===== config.mk =====
export PLATFORM = sky130hd
export DESIGN_NAME = sim_dump_window
export DESIGN_NICKNAME = d
export VERILOG_FILES = /design/src/rtl/sim_dump_window.sv
export SDC_FILE = /design/constraint.sdc
export NUM_CORES = 1
export LEC_CHECK = 0
export BUFFER_PORTS_ARGS = -buffer_cell sky130_fd_sc_hd__buf_2
export CORE_AREA = 5 5 135 150
export CTS_BUF_LIST = sky130_fd_sc_hd__clkbuf_4 sky130_fd_sc_hd__clkbuf_8
export CTS_CLUSTER_SIZE = 10
export DETAILED_ROUTE_END_ITERATION = 10
export DIE_AREA = 0 0 140 155
export PLACE_DENSITY = 0.8
export SLEW_MARGIN = 10
export SYNTH_ARGS = -nofsm -noshare
export SYNTH_HDL_FRONTEND = slang
export SYNTH_SLANG_ARGS = --single-unit

===== constraint.sdc =====
create_clock -name clk -period 5.7 [get_ports clk]
set_input_delay 0 -clock clk [delete_from_list [all_inputs] [get_ports clk]]
set_output_delay 0 -clock clk [all_outputs]
set_load 0.005 [all_outputs]

===== src/rtl/sim_dump_window.sv =====
// rtl/sim_dump_window.sv - frame-based dump-window controller with CH independent window channels
module sim_dump_window #(
    parameter int CH = 2,
    parameter int FW = 32,
    parameter int LW = 16,
    localparam int CW = (CH > 1) ? $clog2(CH) : 1
) (
    input  logic          clk,
    input  logic          rst,
    input  logic          vs,
    input  logic          led,
    input  logic          cfg_we,
    input  logic [CW-1:0] cfg_ch,
    input  logic [1:0]    cfg_mode,
    input  logic [FW-1:0] cfg_start,
    input  logic [LW-1:0] cfg_len,
    output logic [FW-1:0] frame_cnt,
    output logic [CH-1:0] dump_en,
    output logic          dump_any,
    output logic          dump_on_p,
    output logic          dump_off_p
);

    localparam logic [1:0] M_OFF    = 2'd0;
    localparam logic [1:0] M_FRAME  = 2'd1;
    localparam logic [1:0] M_LED    = 2'd2;
    localparam logic [1:0] M_REPEAT = 2'd3;

    typedef enum logic [1:0] {S_IDLE, S_ARMED, S_ACTIVE, S_GAP} state_t;

    state_t        state_q  [CH];
    state_t        state_d  [CH];
    logic [1:0]    mode_q   [CH];
    logic [1:0]    mode_d   [CH];
    logic [FW-1:0] start_q  [CH];
    logic [FW-1:0] start_d  [CH];
    logic [LW-1:0] len_q    [CH];
    logic [LW-1:0] len_d    [CH];
    logic [LW-1:0] remain_q [CH];
    logic [LW-1:0] remain_d [CH];
    logic [CH-1:0] pending_q, pending_d;

    logic [FW-1:0] frame_cnt_q, frame_cnt_d;
    logic          vs_last_q, led_last_q;
    logic [CH-1:0] dump_en_q, dump_en_d;
    logic          dump_any_q, dump_any_d, any_prev_q, on_q, off_q;
    logic          tick, led_rise;

    assign tick        = vs_last_q & ~vs;
    assign led_rise    = led & ~led_last_q;
    assign frame_cnt_d = frame_cnt_q + {{(FW-1){1'b0}}, tick};

    always_ff @(posedge clk) begin
        if (rst) begin
            for (int i = 0; i < CH; i++) begin
                state_q[i]  <= S_IDLE;
                mode_q[i]   <= M_OFF;
                start_q[i]  <= '0;
                len_q[i]    <= '0;
                remain_q[i] <= '0;
            end
            pending_q   <= '0;
            frame_cnt_q <= '0;
            vs_last_q   <= 1'b1;
            led_last_q  <= 1'b0;
            dump_en_q   <= '0;
            dump_any_q  <= 1'b0;
            any_prev_q  <= 1'b0;
            on_q        <= 1'b0;
            off_q       <= 1'b0;
        end else begin
            state_q     <= state_d;
            mode_q      <= mode_d;
            start_q     <= start_d;
            len_q       <= len_d;
            remain_q    <= remain_d;
            pending_q   <= pending_d;
            frame_cnt_q <= frame_cnt_d;
            vs_last_q   <= vs;
            led_last_q  <= led;
            dump_en_q   <= dump_en_d;
            dump_any_q  <= dump_any_d;
            any_prev_q  <= dump_any_q;
            on_q        <= dump_any_q & ~any_prev_q;
            off_q       <= ~dump_any_q & any_prev_q;
        end
    end

    always_comb begin
        state_d   = state_q;
        mode_d    = mode_q;
        start_d   = start_q;
        len_d     = len_q;
        remain_d  = remain_q;
        pending_d = pending_q;
        for (int i = 0; i < CH; i++) begin
            if (cfg_we && (cfg_ch == CW'(i))) begin
                mode_d[i]    = cfg_mode;
                start_d[i]   = cfg_start;
                len_d[i]     = cfg_len;
                pending_d[i] = 1'b0;
                state_d[i]   = (cfg_mode != M_OFF) ? S_ARMED : S_IDLE;
            end else begin
                if (tick) begin
                    case (state_q[i])
                        S_ARMED: begin
                            if (((mode_q[i] == M_FRAME) || (mode_q[i] == M_REPEAT))
                                    && (frame_cnt_q == start_q[i])) begin
                                state_d[i]  = S_ACTIVE;
                                remain_d[i] = len_q[i];
                            end else if ((mode_q[i] == M_LED) && pending_q[i]
                                    && (frame_cnt_q >= start_q[i])) begin
                                state_d[i]   = S_ACTIVE;
                                remain_d[i]  = len_q[i];
                                pending_d[i] = 1'b0;
                            end
                        end
                        S_ACTIVE: begin
                            // LED windows re-arm on close so a later trigger can reopen them
                            if (remain_q[i] == LW'(1)) begin
                                case (mode_q[i])
                                    M_REPEAT: begin
                                        state_d[i]  = S_GAP;
                                        remain_d[i] = len_q[i];
                                    end
                                    M_LED:   state_d[i] = S_ARMED;
                                    default: state_d[i] = S_IDLE;
                                endcase
                            end else if (remain_q[i] != '0) begin
                                remain_d[i] = remain_q[i] - LW'(1);
                            end
                        end
                        S_GAP: begin
                            if (remain_q[i] == LW'(1)) begin
                                state_d[i]  = S_ACTIVE;
                                remain_d[i] = len_q[i];
                            end else if (remain_q[i] != '0) begin
                                remain_d[i] = remain_q[i] - LW'(1);
                            end
                        end
                        default: state_d[i] = state_q[i];
                    endcase
                end
                if (led_rise && (mode_q[i] == M_LED)) begin
                    pending_d[i] = 1'b1;
                end
            end
        end
    end

    always_comb begin
        dump_en_d = '0;
        for (int i = 0; i < CH; i++) begin
            dump_en_d[i] = (state_d[i] == S_ACTIVE);
        end
        dump_any_d = |dump_en_d;
    end

    assign frame_cnt  = frame_cnt_q;
    assign dump_en    = dump_en_q;
    assign dump_any   = dump_any_q;
    assign dump_on_p  = on_q;
    assign dump_off_p = off_q;

endmodule

Word level (Yosys, flattened, before mapping)
Index checks and enable logic that the tools add are counted.
Word-level totals
  register bits after elaboration: 178
  input bits: 56
  output and inout port bits: 37
  word-level logic and storage cells: 131
Operators by class
  $lt $le $gt $ge: 2
  bitwise operators: 11
  multiplexer cells: 41
  equal/unequal tests: 24
  $add $sub $neg: 3
  reductions and logical operators: 30
Operator list (number)
  16-bit 2-to-1 mux: 12
  16-bit one-hot mux with 3 select lines: 2
  32-bit equality test: 2
  32-bit >= comparator: 2
  32-bit by 1-bit adder with 32-bit output: 1
  16-bit by 1-bit equality test with 1-bit output, second input constant: 2
  16-bit nonzero test: 2
  16-bit by 1-bit subtractor with 16-bit output, second input constant: 2
  2-bit 2-to-1 mux: 12
  2-bit equality test, second input constant: 10
  2-bit nonzero test: 7
  3-bit != test, second input constant: 4
  2-bit one-hot mux with 3 select lines: 2
  1-bit 2-to-1 mux: 11
  1-bit logical AND: 10
  5-bit AND reduction: 2
  2-bit by 1-bit equality test with 1-bit output, second input constant: 4
  2-bit one-hot mux with 2 select lines: 2
  4-bit AND reduction: 2
  1-bit NOT: 7
  3-bit nonzero test: 2
  2-bit OR reduction: 3
  1-bit AND: 4
  2-bit by 1-bit != test with 1-bit output, second input constant: 2
  1-bit logical OR: 2

Longest topological paths before layout
Gate-level depths: netlist of the first run.
  depth in word-level cells: 10
  gate-level depth with buffers: 12
  mapped depth without buffers: 11

Worst setup path after synthesis of the first run
OpenSTA, ideal clock, no wires.
  kind: reg-to-reg
  start point: reg frame_cnt_q[13] (netlist: frame_cnt[13])
  end point: reg remain_q[0] (netlist name)
  data required time: 5.597 ns
  cell stages (with the launch flop): 10
  path slack: 3.156 ns
  arrival time: 2.440 ns
  clock period less this slack: 2.544 ns
  buffers on the path: 1
  setup time: 0.103 ns
  cell sequence: dfxtp_1 > ha_1 > a21o_1 > a21o_1 > a22o_1 > o41a_1 > o311ai_2 > a21boi_1 > buf_6 > a2111oi_2
Between the ends
  cells in the longest elaborated chain, start to end: 4
  elaborated cells on any way between the ends: 8
  classes of those cells: 1 x order compare; 2 x eq/ne; 2 x mux; 3 x reduce/logical
Ends and longest elaborated chain
  from (decl): line 43  | logic [FW-1:0] frame_cnt_q, frame_cnt_d;
  from (signal assigned): line 78  | frame_cnt_q <= frame_cnt_d;
  32-bit >= comparator or 32-bit equality test (tied branches): line 112, 108
  1-bit logical AND (on tied branches): line 112, 108
  3-bit != test (no line) or 16-bit 2-to-1 mux (tied branches)
  5-bit AND reduction (no line) or 16-bit one-hot mux with 3 select lines (tied branches)
  to (signal assigned): line 76  | remain_q <= remain_d;
  to (decl): line 39  | logic [LW-1:0] remain_q [CH];
Several ways; a longest one is shown, not always the timed one.
A chain may end at the register's enable or synchronous reset.

Final worst setup path of the first run
  start point: reg frame_cnt_q[11] (netlist: frame_cnt[11])
  end point: reg remain_q[22] (netlist name)
Same word-level chain as after synthesis.

==> results of run 1 <==
## kinds of logic after synthesis
logic type,count (synthesis),share of synthesized area
xor gates and xnor gates,23,0.0221
buffers and inverters,145,0.0623
and+or+nand+nor,471,0.231
adders and majority gates,70,0.0960
DFF,178,0.391
muxes,3,0.00343
AOI/OAI and AO/OA,297,0.195
## worst paths after layout
| path | from | end | slack [ns] | cells past startpoint |
|---|---|---|---|---|
| setup / recovery | frame_cnt[11]$_SDFF_PP0_ | remain_q[22]$_SDFFE_PP0P_ | 2.18 | 9 |
| hold / removal | rst | remain_q[1]$_SDFFE_PP0P_ | 0.1 | 2 |
| setup reg to reg | frame_cnt[11]$_SDFF_PP0_ | remain_q[22]$_SDFFE_PP0P_ | 2.18 | 9 |
| hold reg to reg | any_prev_q$_SDFF_PP0_ | dump_on_p$_SDFF_PP0_ | 0.42 | 1 |
## cells in the final DEF (no fill, tap or decap), drive strengths merged, types with 6 or more instances in the layout
cell type | Yosys | final
xnor2 | 8 | 8
dfxtp | 178 | 178
a21o | 12 | 12
nor3 | 20 | 20
or3 | 13 | 13
buf | 19 | 100
nand2 | 272 | 272
inv | 83 | 86
and4 | 6 | 6
and2 | 6 | 6
xor2 | 15 | 15
nand3 | 25 | 25
a211oi | 15 | 15
nand4 | 19 | 19
nor4 | 7 | 7
o21ai | 48 | 48
and3 | 9 | 9
nor2b | 13 | 13
nor2 | 63 | 63
a21oi | 162 | 162
ha | 70 | 70
nand2b | 9 | 9
a31o | 8 | 8
clkbuf | 43 | 20
a32o | 7 | 7
dlygate4sd3 | 0 | 52
## through the flow
stage | hold WS, ns | instances | power [mW] | utilization | area (um2)
floorplan | 0.107 | 1187 | 1.51 | - | 9120
global placement | 0.243 | 1472 | 1.59 | 0.519 | 9710
detailed placement | 0.243 | 1472 | 1.60 | 0.519 | 9710
CTS | 0.0844 | 1556 | 2.50 | 0.569 | 10600
global route | 0.133 | 1556 | 2.60 | 0.569 | 10600
finish | 0.0987 | 1556 | 2.49 | 0.569 | 10600
## metal layers
metal / track usage / wire length, um / share of wire / vias to the layer above
met5: 0 / 0 / 0 / -
met2: 0.376 / 11600 / 0.48 / 276
met4: 0.0803 / 612 / 0.025 / 0
met1: 0.276 / 10300 / 0.43 / 4000
li1: - / - / - / 4277
met3: 0.0369 / 1490 / 0.062 / 51
## power groups by stage
stage	logic, mW	registers (mW)	clock network [mW]
final	0.296	1.31	0.884
after global routing	0.331	1.31	0.951
after CTS	0.294	1.31	0.898
after detailed placement	0.265	1.34	0
after global placement	0.258	1.34	0
after floorplan	0.184	1.33	0
## area by class of cell
cell class / instances / area share
tap: 247 / 0.0291
clock buffer: 20 / 0.0253
multi-input combinational: 864 / 0.471
timing repair buffer: 152 / 0.0982
inverter: 83 / 0.0293
sequential: 178 / 0.335
clock inverter: 12 / 0.0122
## timing repair
item	CTS	global route
hold buffers	52	0
buffers inserted	0	0
resized for setup	0	0
hold endpoints to repair	104	0
## flip-flops by register name (all words and copies together), names as in the netlist
signal and count:
start_q 64, dump_off_p 1, any_prev_q 1, state_q 4
len_q 32, dump_on_p 1, vs_last_q 1, dump_any 1
pending_q 2, mode_q 4, dump_en 2, remain_q 32
led_last_q 1, frame_cnt 32
## worst register-to-register path, stage by stage (launching register included)
cell and delay (ns):
dfxtp_1 0.38, ha_1 0.36, nand4_1 0.17, nor4_1 0.57, o21ai_0 0.18, a31oi_1 0.25
o211ai_1 0.18, a21oi_2 0.81, o21ai_1 0.18, a221oi_1 0.34
==> impl_metrics.json, run 1 <==
{
  "outcome": "finished clean",
  "nNetsFinal": 1422,
  "period_minus_slack_ns": 3.52,
  "worstSetupEndpointType": "register",
  "path_cells": "ha_1 -> nand4_1 -> nor4_1 -> o21ai_0 -> a31oi_1 -> o211ai_1 -> a21oi_2 -> o21ai_1 -> a221oi_1",
  "dp_hpwl_um": 16400,
  "grt_pass1_vias": 8358,
  "irDropWorstVdd_uv": 172,
  "p_comb_frac": 0.119,
  "syn_inst": 1187,
  "fp.dieH_um": 155,
  "synth_edf_count": 0,
  "power.density_nw_per_um2": 234,
  "required_ns": 6.07,
  "drtAntennaViolNets": 0,
  "preCtsSetupSlack_ns": 2.21,
  "async_reset_ff_frac": 0,
  "cts_tree": "done",
  "viasPerCell": 5.53,
  "numCtsBuffers": 17,
  "first_pass_iters": 5,
  "period_share": 0.618,
  "drv_slew": 0,
  "ys_ff_latch": 178,
  "regArea_um2": 3560,
  "rsz0062_at_grt": "no",
  "grt_pass1_wl_um": 39800,
  "fin_ws_ns": 2.18,
  "htree_levels": 4,
  "crit_buf_inv": 0,
  "relSlewSlack": 0.322,
  "drcViolationCount": 0,
  "grt_overflow": 0,
  "final_layout_size_suffix_gt1_frac": 0.114,
  "drv_cap": 0,
  "clockBufferDepth": 2,
  "power_leakage_nw": 4.26,
  "slowest_delay_ns": 0.81,
  "core_area_um2": 18700,
  "pwr-share-clk": 0.355,
  "synth_top_area_cell": "dfxtp_1",
  "synth_most_common_cell": "nand2_1",
  "routed_wl_um": 24100,
  "grt_use_total": 0.219,
  "p_sw_mw": 0.668,
  "critPathKind": "reg -> reg",
  "rows": 53,
  "num_vias": 8604,
  "fillers": 1715,
  "pin_count": 93,
  "worstMarginPinSlew_ns": 1.02,
  "clkTransAtPathRegs_ns": 0.09,
  "synth_nets": 1313,
  "p_int_mw": 1.82,
  "drt_iter0_drc": 559,
  "hp-class": "in -> reg",
  "area_growth_pct": 16.6,
  "gp_congestion": 0.854,
  "port_buffers": 92,
  "ys_seq_area_frac": 0.391,
  "wl_per_cell_um": 15.5,
  "ys_top_cells_by_area": "dfxtp_1 39%, nand2_1 11%, ha_1 9.6%",
  "cpMaxStageDelayCell": "a21oi_2",
  "syn_area_um2": 9120,
  "cp-start-kind": "register",
  "path_max_fanout": 24,
  "numClockSinks": 178,
  "dieArea_um2": 21700,
  "avgSynthCellArea_um2": 7.68,
  "ys_top_cells_by_count": "272 x nand2_1, 178 x dfxtp_1, 161 x a21oi_1, 83 x inv_1, 70 x ha_1",
  "fmax_mhz": 284,
  "yosysUniqueCellTypes": 63,
  "ys.flop_type": "dfxtp_1",
  "p_sw_frac": 0.269,
  "clockRootBuffer": "clkbuf_8",
  "fin_skew_ns": 0.0137,
  "fin_tns_setup_ns": 0,
  "multiInputGateArea_um2": 5000,
  "start_util": 0.488,
  "seq_power_share": 0.526,
  "clk-insertion-delay-late_ns": 0.48,
  "hold_violations": 0,
  "finalSetupViolCount": 0,
  "yosys_warnings": 0,
  "cp_top_family": "compound AO/OA/AOI/OAI gates",
  "arrival_ns": 3.89,
  "grt_max_degree": 93,
  "yosysTopAreaCellShare": 0.391,
  "antenna_found_initial": 0,
  "antenna_cells": 0,
  "dieWidth_um": 140
}
Note: power is estimated with default switching activity, not from simulation.
==> inputs of run 2 (changes only) <==
ABC_AREA = 1   (was unset)
CORE_AREA = 5 5 137 152   (was 5 5 135 150)
DIE_AREA = 0 0 142 157   (was 0 0 140 155)
PLACE_DENSITY = 0.79   (was 0.8)
clock period = 3.3 ns   (was 5.7 ns; I/O delays follow)
==> run 2 against run 1 <==
Worst hold slack lost 0.078 ns; combinational power is 140% higher; synthesized cell count is 12% higher; routed wire length down 4.8%; final cell count rose by 10%; clock power is 72% higher; via count is 2.8% higher; non-clock buffer count grew 2.
==> impl_metrics.json, run 2 <==
{
  "outcome": "finished clean",
  "period_share": 0.843,
  "grt_pass1_vias": 8295,
  "yosysTopAreaCellShare": 0.382,
  "clockBufferDepth": 2,
  "antenna_found_initial": 0,
  "arrival_ns": 3.14,
  "num_vias": 8844,
  "irDropWorstVdd_uv": 305,
  "synth_nets": 1455,
  "fin_skew_ns": 0.0233,
  "relSlewSlack": 0.472,
  "synth_top_area_cell": "dfxtp_1",
  "crit_start": "vs_last_q$_SDFF_PP1_",
  "dieArea_um2": 22300,
  "yosysUniqueCellTypes": 40,
  "mostFrequentLayoutCells": "231 x nand2_1, 192 x nor2_1, 178 x dfxtp_1",
  "start_util": 0.492,
  "r2r_start": "vs_last_q$_SDFF_PP1_",
  "port_buffers": 92,
  "power_leakage_nw": 5.04,
  "ys_seq_area_frac": 0.382,
  "grt_use_total": 0.208,
  "worstSetupEndpointType": "register",
  "cpMaxStageDelayCell": "dfxtp_1",
  "wl_per_cell_um": 13.3,
  "ys_top_cells_by_area": "dfxtp_1 38%, ha_1 9.4%, nand2_1 9.3%",
  "worstMarginPinSlew_ns": 0.792,
  "hold_violations": 0,
  "fmax_mhz": 359,
  "gp_congestion": 0.839,
  "cp-start-kind": "register",
  "ys_top_cells_by_count": "232 x nand2_1, 192 x nor2_1, 178 x dfxtp_1, 162 x inv_1, 157 x o21ai_0",
  "pwr-share-clk": 0.337,
  "fp.dieH_um": 157,
  "critPathKind": "reg -> reg",
  "avgSynthCellArea_um2": 7.02,
  "r2r_cells": 15,
  "viasPerCell": 5.15,
  "min_path_cells": 5,
  "p_comb_frac": 0.155,
  "post_cts_resize_count": 0,
  "layout_commonest_cell": "nand2_1",
  "p_int_mw": 3.15,
  "syn_area_um2": 9320,
  "routed_wl_um": 22900,
  "async_reset_ff_frac": 0,
  "rsz0062_at_grt": "no",
  "clkTransAtPathRegs_ns": 0.11,
  "yosys_warnings": 0,
  "power_mw": 4.52,
  "drcViolationCount": 0,
  "synth_most_common_cell": "nand2_1",
  "path_max_fanout": 9,
  "fin_util": 0.574,
  "preCtsSetupSlack_ns": 0.571,
  "clk-insertion-delay-late_ns": 0.48,
  "drt_iter0_drc": 630,
  "dieWidth_um": 142,
  "area_growth_pct": 16.8,
  "ys_ff_latch": 178,
  "final_layout_size_suffix_gt1_frac": 0.117,
  "rows": 53,
  "p_sw_mw": 1.37,
  "power.density_nw_per_um2": 415,
  "required_ns": 3.66,
  "largest_register": "start_q",
  "postCtsSetupBuffers": 0,
  "grt_overflow": 0,
  "nNetsFinal": 1580,
  "clockRootBuffer": "clkbuf_8",
  "slowest_delay_ns": 0.33,
  "largest_reg_flops": 64,
  "drv_cap": 0,
  "first_pass_iters": 5,
  "numCtsBuffers": 17,
  "numClockSinks": 178,
  "drv_slew": 0,
  "fin_ws_ns": 0.517,
  "period_minus_slack_ns": 2.78,
  "dp_hpwl_um": 16000,
  "grt_pass1_wl_um": 38600,
  "syn_inst": 1329,
  "crit_top_cell": "nor2_2",
  "fin_tns_setup_ns": 0,
  "p_sw_frac": 0.304,
  "drtAntennaViolNets": 0,
  "grt_max_degree": 84,
  "cts_tree": "done",
  "htree_levels": 4,
  "ys.flop_type": "dfxtp_1",
  "seq_power_share": 0.509,
  "path_cells": "nand2_1 -> clkinv_1 -> ha_1 -> ha_1 -> nand2_1 -> nor2_2 -> nand3_2 -> nor2_2 -> nand4_1 -> nor2_2 -> nand3_2 -> nor2_4 -> nand2_2 -> nor3_1 -> nor3b_2",
  "min_from": "cfg_ch",
  "synth_edf_count": 0,
  "finalSetupViolCount": 0,
  "pin_count": 93,
  "hp-class": "in -> reg",
  "core_area_um2": 19000
}
run 2: changes by cell type after synthesis, sizes merged, moves of 9 or more:
| cell | before | now |
|---|---|---|
| or3 | 13 | 0 |
| nand2b | 9 | 0 |
| nor2 | 63 | 207 |
| o21ai | 48 | 158 |
| inv | 83 | 166 |
| a211oi | 15 | 0 |
| buf | 19 | 8 |
| nor2b | 13 | 0 |
| a21oi | 162 | 147 |
| nand2 | 272 | 236 |
run 2: cells by family after synthesis:
logic type               Yosys count  share of synthesized area
multiplexers                       1                    0.00107
adder cells (fa/ha/maj)           70                     0.0939
AO/OA/AOI/OAI                    326                      0.182
AND/OR/NAND/NOR                  521                      0.235
XOR/XNOR                          16                     0.0150
flip-flops                       178                      0.382
buffers and inverters            217                     0.0908
run 2: per-layer routing:
layer  wire length (um)  global-route usage
met3               1220              0.0447
met1              10200               0.265
met2              11000               0.351
met4                495              0.0704
met5                  0                   0
run 2: through the flow:
stage	area, um2	hold WS (ns)	instances
2_1_floorplan	9320	0.0966	1329
3_3_place_gp	9960	0.225	1630
3_5_place_dp	9960	0.235	1630
4_1_cts	10900	0.00695	1714
5_1_grt	10900	0.0463	1714
6_report	10900	0.0203	1717
run 2: timing repair:
item | CTS | global route
setup endpoints to repair | 0 | 0
hold buffers | 52 | 0
hold endpoints to repair | 108 | 0
run 2: power groups by stage:
stage	clock, mW	combinational [mW]	sequential, mW
finish	1.52	0.699	2.30
global route	1.63	0.808	2.31
CTS	1.55	0.693	2.30
detailed placement	0	0.640	2.35
global placement	0	0.626	2.35
floorplan	0	0.479	2.34
run 2: worst paths after layout:
path,to,slack [ns]
setup reg to reg,frame_cnt[26]$_SDFF_PP0_,0.52
setup / recovery,frame_cnt[26]$_SDFF_PP0_,0.52
hold reg to reg,dump_on_p$_SDFF_PP0_,0.43
hold / removal,mode_q[3]$_SDFFE_PP0P_,0.02
run 2: area by class of cell:
cell class              count  area (um2)
diodes                      3        7.51
clock buffers              17         234
clock inverters            15         166
fillers                  1764        8080
inverters                 169         636
multi-input cells         934        4920
flip-flops and latches    178        3560
well taps                 247         309
repair buffers            154        1060
run 2: critical path: cells and delay by family, from the launching register on:
kind	cells	cell delay, ns
and+or+nand+nor	12	1.73
adders and majority gates	2	0.39
buffers and inverters	1	0.22
DFF	1	0.33
==> inputs of run 3 (changes only) <==
clock period = 2.9 ns   (was 3.3 ns; I/O delays follow)
==> run 3 against run 2 <==
Die area unchanged; non-clock buffer count is 4 higher; final cell count rose by 0.12%; maximum frequency increased by 6.9%; critical path type unchanged; critical path depth stayed put.
==> impl_metrics.json, run 3 (synthesis gave the netlist of run 2 again) <==
{
  "wl_per_cell_um": 13.6,
  "cpMaxStageDelayCell": "dfxtp_1",
  "viasPerCell": 5.15,
  "dp_hpwl_um": 16900,
  "irDropWorstVdd_uv": 278,
  "drcViolationCount": 0,
  "gr-usage-met3": 0.0404,
  "port_buffers": 92,
  "area_growth_pct": 17.1,
  "antenna_found_initial": 0,
  "reg2reg_to": "frame_cnt[26]$_SDFF_PP0_",
  "layout_commonest_cell": "nand2_1",
  "crit_start": "vs_last_q$_SDFF_PP1_",
  "critPathKind": "reg -> reg",
  "power_leakage_nw": 5.04,
  "rsz0062_at_grt": "no",
  "grt_pass1_vias": 8483,
  "fin_util": 0.576,
  "relSlewSlack": 0.483,
  "slowest_delay_ns": 0.31,
  "worst-path-stages": 15,
  "path_cells": "nand2_1 -> clkinv_1 -> ha_1 -> ha_1 -> nand2_1 -> nor2_2 -> nand3_2 -> nor2_2 -> nand4_1 -> nor2_2 -> nand3_2 -> nor2_4 -> nand2_2 -> nor3_1 -> nor3b_2",
  "use_met2": 0.369,
  "clockBufferDepth": 2,
  "mostFrequentLayoutCells": "231 x nand2_1, 192 x nor2_1, 178 x dfxtp_1",
  "worstMarginPinSlew_ns": 0.775,
  "postCtsSetupBuffers": 0,
  "fin_tns_setup_ns": 0,
  "required_ns": 3.25,
  "period_minus_slack_ns": 2.60,
  "fillers": 1757,
  "crit_buf_inv": 1,
  "fmax_mhz": 384,
  "fin_skew_ns": 0.0252,
  "r2r_cells": 15,
  "drv_slew": 0,
  "cts_tree": "done",
  "cp-endpoint": "frame_cnt[26]$_SDFF_PP0_",
  "timing.reg2reg.setup_slack_ns": 0.30,
  "grt_pass1_wl_um": 39500,
  "arrival_ns": 2.95,
  "outcome": "finished clean",
  "drtAntennaViolNets": 0,
  "grt_use_total": 0.214,
  "r2r_start": "vs_last_q$_SDFF_PP1_",
  "clk-insertion-delay-late_ns": 0.48,
  "dieArea_um2": 22300,
  "worstSetupEndpointType": "register",
  "path_max_fanout": 4,
  "clkTransAtPathRegs_ns": 0.10,
  "first_pass_iters": 5,
  "cp-start-kind": "register",
  "dpl_cell_area_um2": 9990,
  "num_vias": 8849,
  "clockRootBuffer": "clkbuf_8",
  "power.density_nw_per_um2": 475,
  "htree_levels": 4,
  "gp_congestion": 0.895,
  "final_layout_size_suffix_gt1_frac": 0.119,
  "pin_count": 93,
  "fp.dieH_um": 157,
  "numCtsBuffers": 17,
  "start_util": 0.492,
  "cp_top_family": "simple AND/OR/NAND/NOR gates",
  "grt_max_degree": 82,
  "met1_usage": 0.267,
  "grt_most_used_layer": "met2",
  "crit_top_cell": "nor2_2",
  "numClockSinks": 178,
  "drv_cap": 0,
  "routed_wl_um": 23400,
  "largest_reg_flops": 64,
  "hold_violations": 0,
  "rows": 53,
  "dieWidth_um": 142,
  "finalSetupViolCount": 0,
  "nNetsFinal": 1584,
  "core_area_um2": 19000,
  "hp-class": "in -> reg",
  "grt_overflow": 0,
  "period_share": 0.897,
  "drt_iter0_drc": 638,
  "largest_register": "start_q",
  "finalInstanceArea_um2": 10900
}
[run 3: final cells by class]
type / count / area [um2] / area share
multi-input combinational: 934 / 4920 / 0.450
clock buffer: 22 / 284 / 0.0260
timing repair buffer: 158 / 1090 / 0.0994
tap: 247 / 309 / 0.0283
sequential: 178 / 3560 / 0.326
clock inverter: 10 / 124 / 0.0113
inverter: 169 / 636 / 0.0582
antenna: 1 / 2.50 / 0.000229
[run 3: how the worst min path moves through the flow]
stage	endpoint	startpoint	depth (start not counted)	slack [ns]
2_1_floorplan	vs_last_q$_SDFF_PP1_	vs	2	0.1
3_3_place_gp	vs_last_q$_SDFF_PP1_	vs	3	0.22
3_5_place_dp	vs_last_q$_SDFF_PP1_	vs	3	0.22
4_1_cts	mode_q[3]$_SDFFE_PP0P_	cfg_ch	5	0.004
5_1_grt	frame_cnt[21]$_SDFF_PP0_	rst	3	0.05
6_report	mode_q[3]$_SDFFE_PP0P_	cfg_ch	5	0.02
[run 3: metal layers]
layer  part of all wire  routed length [um]
met2               0.48               11200
met1               0.44               10400
met4              0.026                 610
met3              0.055                1300
met5                  0                   0
[run 3: worst reg2reg max path: cells and delay by family, from the launching register on]
family / cells / cell delay (ns)
fa+ha+maj: 2 / 0.35
buf+inv: 1 / 0.10
flops: 1 / 0.31
simple gates: 12 / 1.72
[run 3: repair_timing]
action                    4_1_cts  5_1_grt
hold buffers                   52        0
gates resized for setup         0        0
hold endpoints to repair      108        0
[run 3: per-stage QoR]
stage	hold slack (ns)	total power [mW]	setup WS, ns	std cells
floorplan	0.0966	3.20	0.683	1329
global placement	0.217	3.39	0.423	1634
detailed placement	0.222	3.42	0.387	1634
CTS	0.00374	5.21	0.310	1718
global route	0.0476	5.45	0.104	1718
finish	0.0192	5.18	0.297	1719
[run 3: where the power goes]
group          switching [mW]  total (mW)  internal (mW)  leakage (nW)
clock                   0.911        1.76          0.846         0.193
sequential             0.0551        2.62           2.56          1.46
combinational           0.502       0.808          0.306          3.39
